File: config.mk
export PLATFORM = sky130hd
export DESIGN_NAME = fx_arb
export DESIGN_NICKNAME = d
export VERILOG_FILES = /design/src/rtl/fx_arb.sv
export SDC_FILE = /design/constraint.sdc
export NUM_CORES = 1
export LEC_CHECK = 0
export ABC_AREA = 1
export BUFFER_PORTS_ARGS = -buffer_cell sky130_fd_sc_hd__clkbuf_2
export CORE_MARGIN = 4
export CORE_UTILIZATION = 25
export CTS_BUF_LIST = sky130_fd_sc_hd__clkbuf_4 sky130_fd_sc_hd__clkbuf_8 sky130_fd_sc_hd__clkbuf_16
export CTS_CLUSTER_DIAMETER = 60
export CTS_CLUSTER_SIZE = 30
export DETAILED_ROUTE_END_ITERATION = 12
export MAX_ROUTING_LAYER = met4
export PLACE_DENSITY = 0.53
export SLEW_MARGIN = 10
export SYNTH_ARGS = -nofsm -noshare
export SYNTH_HDL_FRONTEND = slang
export SYNTH_SLANG_ARGS = --single-unit
File: constraint.sdc
create_clock -name clk_sys -period 7.2 [get_ports clk_sys]
set_clock_uncertainty 0.05 [all_clocks]
set_input_delay 1.44 -clock clk_sys [delete_from_list [all_inputs] [get_ports clk_sys]]
set_output_delay 1.44 -clock clk_sys [all_outputs]
set_load 0.05 [all_outputs]
File: src/rtl/fx_arb.sv
// rtl/fx_arb.sv - two-requester round-robin arbiter onto the fx register bus
// One transaction outstanding at a time; every output is registered.

module fx_arb #(
    parameter int RD_LAT = 2
) (
    input  logic        clk_sys,
    input  logic        rst,
    input  logic        m0_req,
    input  logic        m0_wr,
    input  logic [15:0] m0_addr,
    input  logic [15:0] m0_wdata,
    output logic        m0_gnt,
    output logic        m0_done,
    output logic [15:0] m0_rdata,
    input  logic        m1_req,
    input  logic        m1_wr,
    input  logic [15:0] m1_addr,
    input  logic [15:0] m1_wdata,
    output logic        m1_gnt,
    output logic        m1_done,
    output logic [15:0] m1_rdata,
    output logic [15:0] fx_waddr,
    output logic [15:0] fx_data,
    output logic        fx_wr,
    output logic [15:0] fx_raddr,
    output logic        fx_rd,
    input  logic [15:0] fx_q,
    output logic        busy
);

    typedef enum logic [1:0] {IDLE, ISSUE, WAIT, DONE} state_t;

    localparam logic [3:0] LAST_CNT = 4'(RD_LAT - 1);

    state_t      state;
    logic        prio;
    logic        win;
    logic        cap_wr;
    logic [3:0]  cnt;
    logic        sel;
    logic        sel_wr;
    logic [15:0] sel_addr;
    logic [15:0] sel_wdata;

    // Priority only matters when both request; otherwise the lone requester wins.
    always_comb begin
        sel       = (m0_req && m1_req) ? prio : m1_req;
        sel_wr    = sel ? m1_wr    : m0_wr;
        sel_addr  = sel ? m1_addr  : m0_addr;
        sel_wdata = sel ? m1_wdata : m0_wdata;
    end

    always_ff @(posedge clk_sys or posedge rst) begin
        if (rst) begin
            state    <= IDLE;
            prio     <= 1'b0;
            win      <= 1'b0;
            cap_wr   <= 1'b0;
            cnt      <= 4'd0;
            m0_gnt   <= 1'b0;
            m1_gnt   <= 1'b0;
            m0_done  <= 1'b0;
            m1_done  <= 1'b0;
            m0_rdata <= 16'd0;
            m1_rdata <= 16'd0;
            fx_waddr <= 16'd0;
            fx_data  <= 16'd0;
            fx_wr    <= 1'b0;
            fx_raddr <= 16'd0;
            fx_rd    <= 1'b0;
            busy     <= 1'b0;
        end else begin
            m0_gnt  <= 1'b0;
            m1_gnt  <= 1'b0;
            m0_done <= 1'b0;
            m1_done <= 1'b0;
            fx_wr   <= 1'b0;
            fx_rd   <= 1'b0;
            case (state)
                IDLE: begin
                    if (m0_req || m1_req) begin
                        // Grant and bus strobe are launched together so both show in ISSUE.
                        state  <= ISSUE;
                        busy   <= 1'b1;
                        win    <= sel;
                        cap_wr <= sel_wr;
                        prio   <= ~sel;
                        cnt    <= 4'd0;
                        m0_gnt <= ~sel;
                        m1_gnt <= sel;
                        if (sel_wr) begin
                            fx_wr    <= 1'b1;
                            fx_waddr <= sel_addr;
                            fx_data  <= sel_wdata;
                        end else begin
                            fx_rd    <= 1'b1;
                            fx_raddr <= sel_addr;
                        end
                    end
                end
                ISSUE: begin
                    cnt <= 4'd0;
                    if (cap_wr) begin
                        state   <= DONE;
                        m0_done <= ~win;
                        m1_done <= win;
                    end else begin
                        state <= WAIT;
                    end
                end
                WAIT: begin
                    cnt <= cnt + 4'd1;
                    if (cnt == LAST_CNT) begin
                        state   <= DONE;
                        m0_done <= ~win;
                        m1_done <= win;
                        if (win) m1_rdata <= fx_q;
                        else     m0_rdata <= fx_q;
                    end
                end
                DONE: begin
                    state <= IDLE;
                    busy  <= 1'b0;
                end
                default: state <= IDLE;
            endcase
        end
    end

endmodule

==> After elaboration in Yosys (flattened, before gate mapping) <==
Index checks and enable logic that the tools add are counted.
{ "totals": {"input_bits": 86, "regBits": 96, "word_cells": 68, "out_inout_bits": 87} }
{ "classes": {"eq_ne": 6, "n_mux": 28, "n_bitwise": 3, "n_reduce_logical": 13, "n_addsub": 1} }
{ "ops": {"columns": ["operator", "n"], "rows": [
  ["$mux 16", 2],
  ["$mux 1", 18],
  ["$pmux 4 s3", 1],
  ["$reduce_and 3->1", 4],
  ["$pmux 2 s4", 1],
  ["$reduce_and 2->1", 4],
  ["$pmux 1 s2", 3],
  ["$add 4x1->4 const B", 1],
  ["$eq 2x2->1 const B", 2],
  ["$eq 4x1->1 const B", 1],
  ["$mux 2", 2],
  ["$mux 4", 1],
  ["$ne 2x2->1 const B", 2],
  ["$not 1->1", 3],
  ["$reduce_bool 3->1", 1],
  ["$eq 2x1->1 const B", 1],
  ["$logic_not 2->1", 1],
  ["$reduce_bool 2->1", 1],
  ["$logic_and 1x1->1", 1],
  ["$logic_or 1x1->1", 1]
]} }

==> Longest topological paths before layout <==
Gate-level depths: netlist (run 1).
{ "logic_depth": {"word_depth": 6, "mapped_depth": 8, "ltp_nobuf": 8} }

==> Worst setup path after synthesis (run 1) <==
No wires, ideal clock.
{ "synth_timing": {"kind": "in2reg", "start": "in m1_req", "end": "reg fx_data[10]", "setup_ns": 0.118, "t_required_ns": 7.032, "n_path_buf": 2, "arrival_time_ns": 2.178, "slack_ns": 4.855, "cell_stages": 7, "cell_sequence": "buf_6 -> o21ai_2 -> inv_2 -> nand3_2 -> buf_4 -> nand2_1 -> nand2_1"} }
{ "synth_via": {"elab_chain_len": 4, "word_cells_on_any_way": 6, "classes_between": "mux: 3; reduce/logical: 3"} }
{ "synth_lines": {"columns": ["element", "line", "rtl"], "rows": [
  ["start, declared", "16", "input logic m1_req,"],
  ["$logic_and 1x1->1", "48", "sel = (m0_req && m1_req) ? prio : m1_req;"],
  ["$mux 1", "48", null],
  ["$mux 1", "49", "sel_wr = sel ? m1_wr : m0_wr;"],
  ["$reduce_and 3->1 (no line)", null, null],
  ["end signal, assigned", "95", "fx_data <= sel_wdata;"],
  ["end, declared", "24", "output logic [15:0] fx_data,"]
]} }
Several ways; a longest one is shown, not always the timed one.
A chain may end at the register's enable or synchronous reset.

==> Worst setup path in the final report (run 1) <==
{ "layout_timing": {"start": "in m1_req", "end": "reg fx_waddr[7]"} }
{ "layout_via": {"elab_chain_len": 4, "word_cells_on_any_way": 6, "classes_between": "mux: 3; reduce/logical: 3"} }
{ "layout_lines": {"columns": ["element", "line", "rtl"], "rows": [
  ["$logic_and 1x1->1", "48", null],
  ["$mux 1", "48", null],
  ["$mux 1", "49", null],
  ["$reduce_and 3->1 (no line)", null, null],
  ["end signal, assigned", "94", "fx_waddr <= sel_addr;"],
  ["end, declared", "23", "output logic [15:0] fx_waddr,"]
]} }
Several ways; a longest one is shown, not always the timed one.

==> metrics.md, run 1 <==
| Metric | Value |
|---|---|
| Residual DRC count | `0` |
| GP Congestion | `0.806` |
| Worst setup path start | `m1_req` |
| Sequential cell area | `0.00240 mm2` |
| Met3 wire length | `705 um` |
| Post-place setup slack | `2740 ps` |
| # rows | `47` |
| Largest net degree at the start of global routing | `55` |
| Synthesized Nets | `619` |
| Leak pwr | `3.25 nW` |
| Wl on met1 | `6250 um` |
| Worst path cell trace | `clkbuf_2 > o21ai_2 > inv_2 > nand3_2 > nand2_1 > nand2_1` |
| Highest Signal Layer | `met4` |
| HPWL Detailed | `8880 um` |
| Crit path DAT | `4130 ps` |
| DR WL/cell | `13.8 um` |
| CP max FO | `54` |
| # port buffers | `172` |
| Fin nets | `773` |
| Cts hold-fix bufs | `0` |
| Fin cells | `904` |
| Routed Antenna Nets | `0` |
| GR Overflow Total | `0` |
| RR Startpoint | `state[0]` |
| Clk sink count | `96` |
| Placed cell count | `890` |
| Drt via density | `4.33` |
| RSZ-0062 raised after global routing | `false` |
| Synth warn | `0` |
| CTS root buf | `clkbuf_16` |
| CTS tree | `built` |
| R2r setup slk | `4260 ps` |
| IO Pins | `173` |
| Count of cell types in the netlist | `21` |
| Met2 WL | `5410 um` |
| Max Root-Sink Buffers | `2` |
| Crit. End Element | `register` |
| Max cap viols | `0` |
| Die X | `140 um` |
| Placeable Area | `0.0168 mm2` |
| Synth Instances | `527` |
| First-pass GRT wire length | `20100 um` |
| Hold Fails Final Rpt | `0` |
| Post-Synthesis Mean Instance Area | `8.26 um2` |
| Worst IR drop on VDD | `229 uV` |
| PostCTS Resize Cnt | `0` |
| Status | `finished, final reports clean` |
| Antenna violations before repair | `0` |
| Reg2Reg Depth | `7` |
| Iteration-0 DRC count of the detailed router | `132` |
| CP dominant cell by count | `nand2_1` |
| CP max stage delay | `830 ps` |
| Period utilization | `54.9%` |
| Hold Crit Start | `win` |
| Synth Register Bits | `96` |
| RR Endpoint | `fx_waddr[7]` |
| Share of post-route cells with drive strength above 1 | `29.1%` |
| Commonest non-fill, non-tap cell in the layout | `nand2_1` |
| Die ar. | `0.0196 mm2` |
| Count of cells along the worst hold path | `1` |
| Tightest Pin Transition | `1080 ps` |
| Fillers | `1826` |
| Reg clk slew, reported paths | `60 ps` |
| Slew Limit Headroom | `27.5%` |
| Post-CTS Setup Bufs | `0` |
| Multi-input logic area | `0.00164 mm2` |
| Antenna Cells | `0` |
| # setup viols final | `0` |
| Total number of vias | `3911` |
| Number of global-route vias before repair | `3931` |
| Power Total | `3.07 mW` |
| # H-tree levels | `3` |
| Hold EP | `m0_done` |
| Max Freq | `0.253 GHz` |
| Die Y | `140 um` |
| Synth-to-Final Area Change | `28.5%` |
| Syn Std Cell Area | `0.00435 mm2` |
| Clk_lat worst skew | `340 ps` |
| Slew Viols, Final | `0` |
| TritonCTS Buffers | `9` |
| Critical Path Source Type | `primary input` |
| Crit Path Category | `primary input to register` |
| Starting Density | `25.9%` |
| Fin crit period | `3950 ps` |
| Post-route worst setup slack | `3250 ps` |
| PwrDens | `549 mW/mm2` |
| CP max-delay cell | `nand3_2` |
| DRT Wirelength | `12500 um` |
| Seq/Total Area, Yosys | `55.2%` |
| Tot GR Track Use | `13.1%` |
| Setup TNS Final | `0 ps` |
| Worst Path Required | `7380 ps` |
| HP Class | `register to register` |
| Detailed-router iteration count before antenna repair | `5` |
| Most frequent cells in the layout | `nand2_1 (209), clkbuf_2 (172), dfrtp_1 (96)` |
[layer usage]
metal	up-vias	global-route usage, %
met5	-	-
met4	0	4.13
met3	9	2.59
met2	145	19.4
met1	1777	18.3
li1	1980	-
[through the flow]
| stage | cell area [um2] | hold slack (ps) | utilization [%] |
|---|---|---|---|
| 2_1_floorplan | 4350 | 376 | - |
| 3_3_place_gp | 5330 | 398 | 31.7 |
| 3_5_place_dp | 5330 | 389 | 31.7 |
| 4_1_cts | 5590 | 400 | 33.2 |
| 5_1_grt | 5590 | 420 | 33.2 |
| 6_report | 5590 | 408 | 33.2 |
[synth_stat cells]
library cell / instances / area (um2)
buf_4: 8 / 60.1
nand3_2: 1 / 10.0
nand3_4: 1 / 17.5
nand2_2: 5 / 31.3
nand3_1: 91 / 455
or2_2: 1 / 6.26
clkbuf_1: 7 / 26.3
o21ai_0: 41 / 205
inv_2: 1 / 3.75
inv_1: 36 / 135
nand2_4: 1 / 11.3
nand2_1: 209 / 785
o211ai_1: 1 / 7.51
buf_6: 1 / 11.3
dfrtp_1: 96 / 2400
buf_2: 14 / 70.1
o21ai_2: 1 / 8.76
ha_1: 6 / 75.1
nand3b_1: 1 / 7.51
nor2_1: 4 / 15.0
nand4_1: 1 / 6.26
[report_power, final]
part,internal (mW),leakage (nW),total [mW],switching (mW)
logic,0.346,1.93,1.68,1.33
registers,0.802,1.19,0.959,0.157
clock network,0.238,0.130,0.435,0.197
total,1.39,3.25,3.07,1.69
[sequential cells by signal, summed over array words and instances, names as in the netlist]
register  cells
fx_data      16
fx_raddr     16
fx_waddr     16
m0_rdata     16
m1_rdata     16
cnt           4
state         2
busy          1
cap_wr        1
fx_rd         1
fx_wr         1
m0_done       1
m0_gnt        1
m1_done       1
m1_gnt        1
prio          1
win           1
[cells by family after synthesis]
group / Yosys count / synth area share, %
buffers and inverters: 67 / 7.05
and+or+nand+nor: 315 / 30.9
adders and majority gates: 6 / 1.73
DFF: 96 / 55.2
AOI/OAI and AO/OA: 43 / 5.09
[critical path, delay by kind of cell]
family	cells	cell delay, ps
buf+inv	2	1330
compound gates	1	170
simple gates	3	1150
[final cells by class]
| type | count | share of cell area, % |
|---|---|---|
| repair buffers | 173 | 15.5 |
| clock inverters | 4 | 0.403 |
| flip-flops and latches | 96 | 43.0 |
| clock buffers | 10 | 4.27 |
| multi-input cells | 364 | 29.4 |
| well taps | 220 | 4.92 |
| inverters | 37 | 2.53 |
[how the worst max path moves through the flow]
stage / slack (ps) / depth (start not counted) / end
after floorplan: 3200 / 1 / busy
after global placement: 2800 / 6 / fx_waddr[11]
after global routing: 2890 / 6 / fx_data[13]
after CTS: 3120 / 6 / fx_waddr[7]
final: 3250 / 6 / fx_waddr[7]
after detailed placement: 2740 / 6 / fx_waddr[7]
(Power assumes the default switching activity.)
==> run 2, diff against run 1 <==
- clock period: 7.2 -> 3.9 ns (I/O delays scaled with it)
==> metrics.md, run 2 (same netlist as run 1, synthesis figures left out) <==
| Metric | Value |
|---|---|
| Placed cell count | `894 (was 890)` |
| Post-CTS Setup Bufs | `0 (unchanged)` |
| Post-place setup slack | `1100 ps (was 2740 ps)` |
| CTS root buf | `clkbuf_16 (unchanged)` |
| Worst Path Required | `4080 ps (was 7380 ps)` |
| Clk_lat worst skew | `340 ps (about the same)` |
| PwrDens | `1030 mW/mm2 (was 549 mW/mm2)` |
| Max Root-Sink Buffers | `2 (unchanged)` |
| Share of post-route cells with drive strength above 1 | `29.5% (was 29.1%)` |
| Period utilization | `61.5%` |
| DR WL/cell | `14.0 um (was 13.8 um)` |
| Drt via density | `4.34 (was 4.33)` |
| GP Congestion | `0.725 (was 0.806)` |
| Largest net degree at the start of global routing | `52 (was 55)` |
| Worst IR drop on VDD | `553 uV (was 229 uV)` |
| # port buffers | `172 (unchanged)` |
| Status | `finished, final reports clean (unchanged)` |
| DP Area | `0.00537 mm2 (was 0.00533 mm2)` |
| Util after Layout | `33.8% (was 33.2%)` |
| CP Buf/Inv Count | `3 (was 2)` |
| Starting Density | `25.9% (unchanged)` |
| Max cap viols | `0 (unchanged)` |
| GR Overflow Total | `0 (unchanged)` |
| CP max FO | `31 (was 54)` |
| IO Pins | `173 (unchanged)` |
| Hold Fails Final Rpt | `0 (unchanged)` |
| Number of global-route vias before repair | `3924 (was 3931)` |
| Leak pwr | `3.30 nW (was 3.25 nW)` |
| Reg clk slew, reported paths | `60 ps (about the same)` |
| TritonCTS Buffers | `9 (unchanged)` |
| Gate power share | `53.4% (was 54.6%)` |
| Worst setup path start | `m1_req (unchanged)` |
| Placeable Area | `0.0168 mm2 (unchanged)` |
| Antenna Cells | `0 (unchanged)` |
| Most frequent cells in the layout | `nand2_1 (209), clkbuf_2 (172), dfrtp_1 (96) (unchanged)` |
| Detailed-router iteration count before antenna repair | `4 (was 5)` |
| Clock power share | `16.2% (was 14.2%)` |
| Max Freq | `0.417 GHz` |
| Reg power frac | `30.4% (was 31.2%)` |
| Post-route worst setup slack | `1500 ps (was 3250 ps)` |
| Crit path DAT | `2580 ps (was 4130 ps)` |
| Die ar. | `0.0196 mm2 (unchanged)` |
| Fin nets | `777 (was 773)` |
| Final Cell Area | `0.00569 mm2 (was 0.00559 mm2)` |
| Routed Antenna Nets | `0 (unchanged)` |
| Commonest non-fill, non-tap cell in the layout | `nand2_1 (unchanged)` |
| Sw Pwr | `3.12 mW (was 1.69 mW)` |
| Cts hold-fix bufs | `0 (unchanged)` |
| Critical Path Source Type | `primary input (unchanged)` |
| # H-tree levels | `3 (unchanged)` |
| PostCTS Resize Cnt | `0 (unchanged)` |
| Slew Viols, Final | `0 (unchanged)` |
| Tot GR Track Use | `13.6% (was 13.1%)` |
| CP Depth | `7 (was 6)` |
| HP Class | `register to register (unchanged)` |
| CP max stage delay | `400 ps (was 830 ps)` |
| R2r setup slk | `1590 ps (was 4260 ps)` |
| CTS tree | `built (unchanged)` |
| Int Pwr | `2.71 mW (was 1.39 mW)` |
| First-pass GRT wire length | `20700 um (was 20100 um)` |
| DRT Wirelength | `12700 um (was 12500 um)` |
| Antenna violations before repair | `0 (unchanged)` |
| # rows | `47 (unchanged)` |
| CP dominant cell by count | `nand2_1 (unchanged)` |
| Synth-to-Final Area Change | `30.7% (was 28.5%)` |
| Sw frac | `53.5% (was 54.9%)` |
| Crit. End Element | `register (unchanged)` |
| Setup TNS Final | `0 ps (unchanged)` |
| Power Total | `5.83 mW (was 3.07 mW)` |
| Delay-heaviest family, CP | `buffers and inverters (unchanged)` |
| Final hold slack | `404 ps (was 408 ps)` |
| CP max-delay cell | `clkbuf_2 (was nand3_2)` |
| Residual DRC count | `0 (unchanged)` |
| Slew Limit Headroom | `29.2% (was 27.5%)` |
| Die Y | `140 um (unchanged)` |
| Clk sink count | `96 (unchanged)` |
| Fin cells | `908 (was 904)` |
| RSZ-0062 raised after global routing | `false (unchanged)` |
| Worst Setup EP | `fx_raddr[7] (was fx_waddr[7])` |
| Worst path cell trace | `clkbuf_2 > o21ai_2 > inv_2 > buf_4 > nand3_4 > nand2_1 > nand2_1 (was clkbuf_2 > o21ai_2 > inv_2 > nand3_2 > nand2_1 > nand2_1)` |
| Iteration-0 DRC count of the detailed router | `126 (was 132)` |
| Crit Path Category | `primary input to register (unchanged)` |
| RR Startpoint | `state[0] (unchanged)` |
| Tightest Pin Transition | `1060 ps (was 1080 ps)` |
| Reg2Reg Depth | `4 (was 7)` |
| HPWL Detailed | `9240 um (was 8880 um)` |
| # setup viols final | `0 (unchanged)` |
| Fin crit period | `2400 ps` |
| RR Endpoint | `m1_rdata[5] (was fx_waddr[7])` |
| Total number of vias | `3940 (was 3911)` |
| Die X | `140 um (unchanged)` |
-- run 2: worst min-delay path by stage --
stage / startpoint / to / cells after the start
global placement: win / m0_done / 1
global route: win / m0_done / 1
detailed placement: win / m0_done / 1
CTS: win / m0_done / 1
floorplan: win / m0_done / 1
finish: win / m0_done / 1
-- run 2: power groups by stage --
stage | registers [mW] | clock network (mW) | logic [mW]
2_1_floorplan | 3.30 | 0 | 0.838
3_3_place_gp | 1.80 | 0 | 3.13
5_1_grt | 1.84 | 1.02 | 3.37
4_1_cts | 1.77 | 0.978 | 3.16
3_5_place_dp | 1.78 | 0 | 3.17
6_report | 1.77 | 0.946 | 3.12
-- run 2: area by class of cell --
type	count	area, um2
Clock buffer	11	246
Clock inverter	3	67.6
Fill cell	1829	11100
Inverter	37	141
Multi-Input combinational cell	364	1640
Sequential cell	96	2400
Tap cell	220	275
Timing Repair Buffer	177	911
-- run 2: metal layers --
layer	up-vias	GRT usage (%)	wire (um)
li1	1991	-	-
met1	1775	19.2	6380
met2	158	19.8	5310
met3	16	2.56	770
met4	0	4.23	212
met5	-	-	0
-- run 2: worst register-to-register path: cells and delay by family, from the launching register on --
| family | cells | cell delay [ps] |
|---|---|---|
| adders and majority gates | 1 | 330 |
| DFF | 1 | 440 |
| buffers and inverters | 1 | 110 |
| AOI/OAI and AO/OA | 1 | 480 |
| and+or+nand+nor | 1 | 800 |
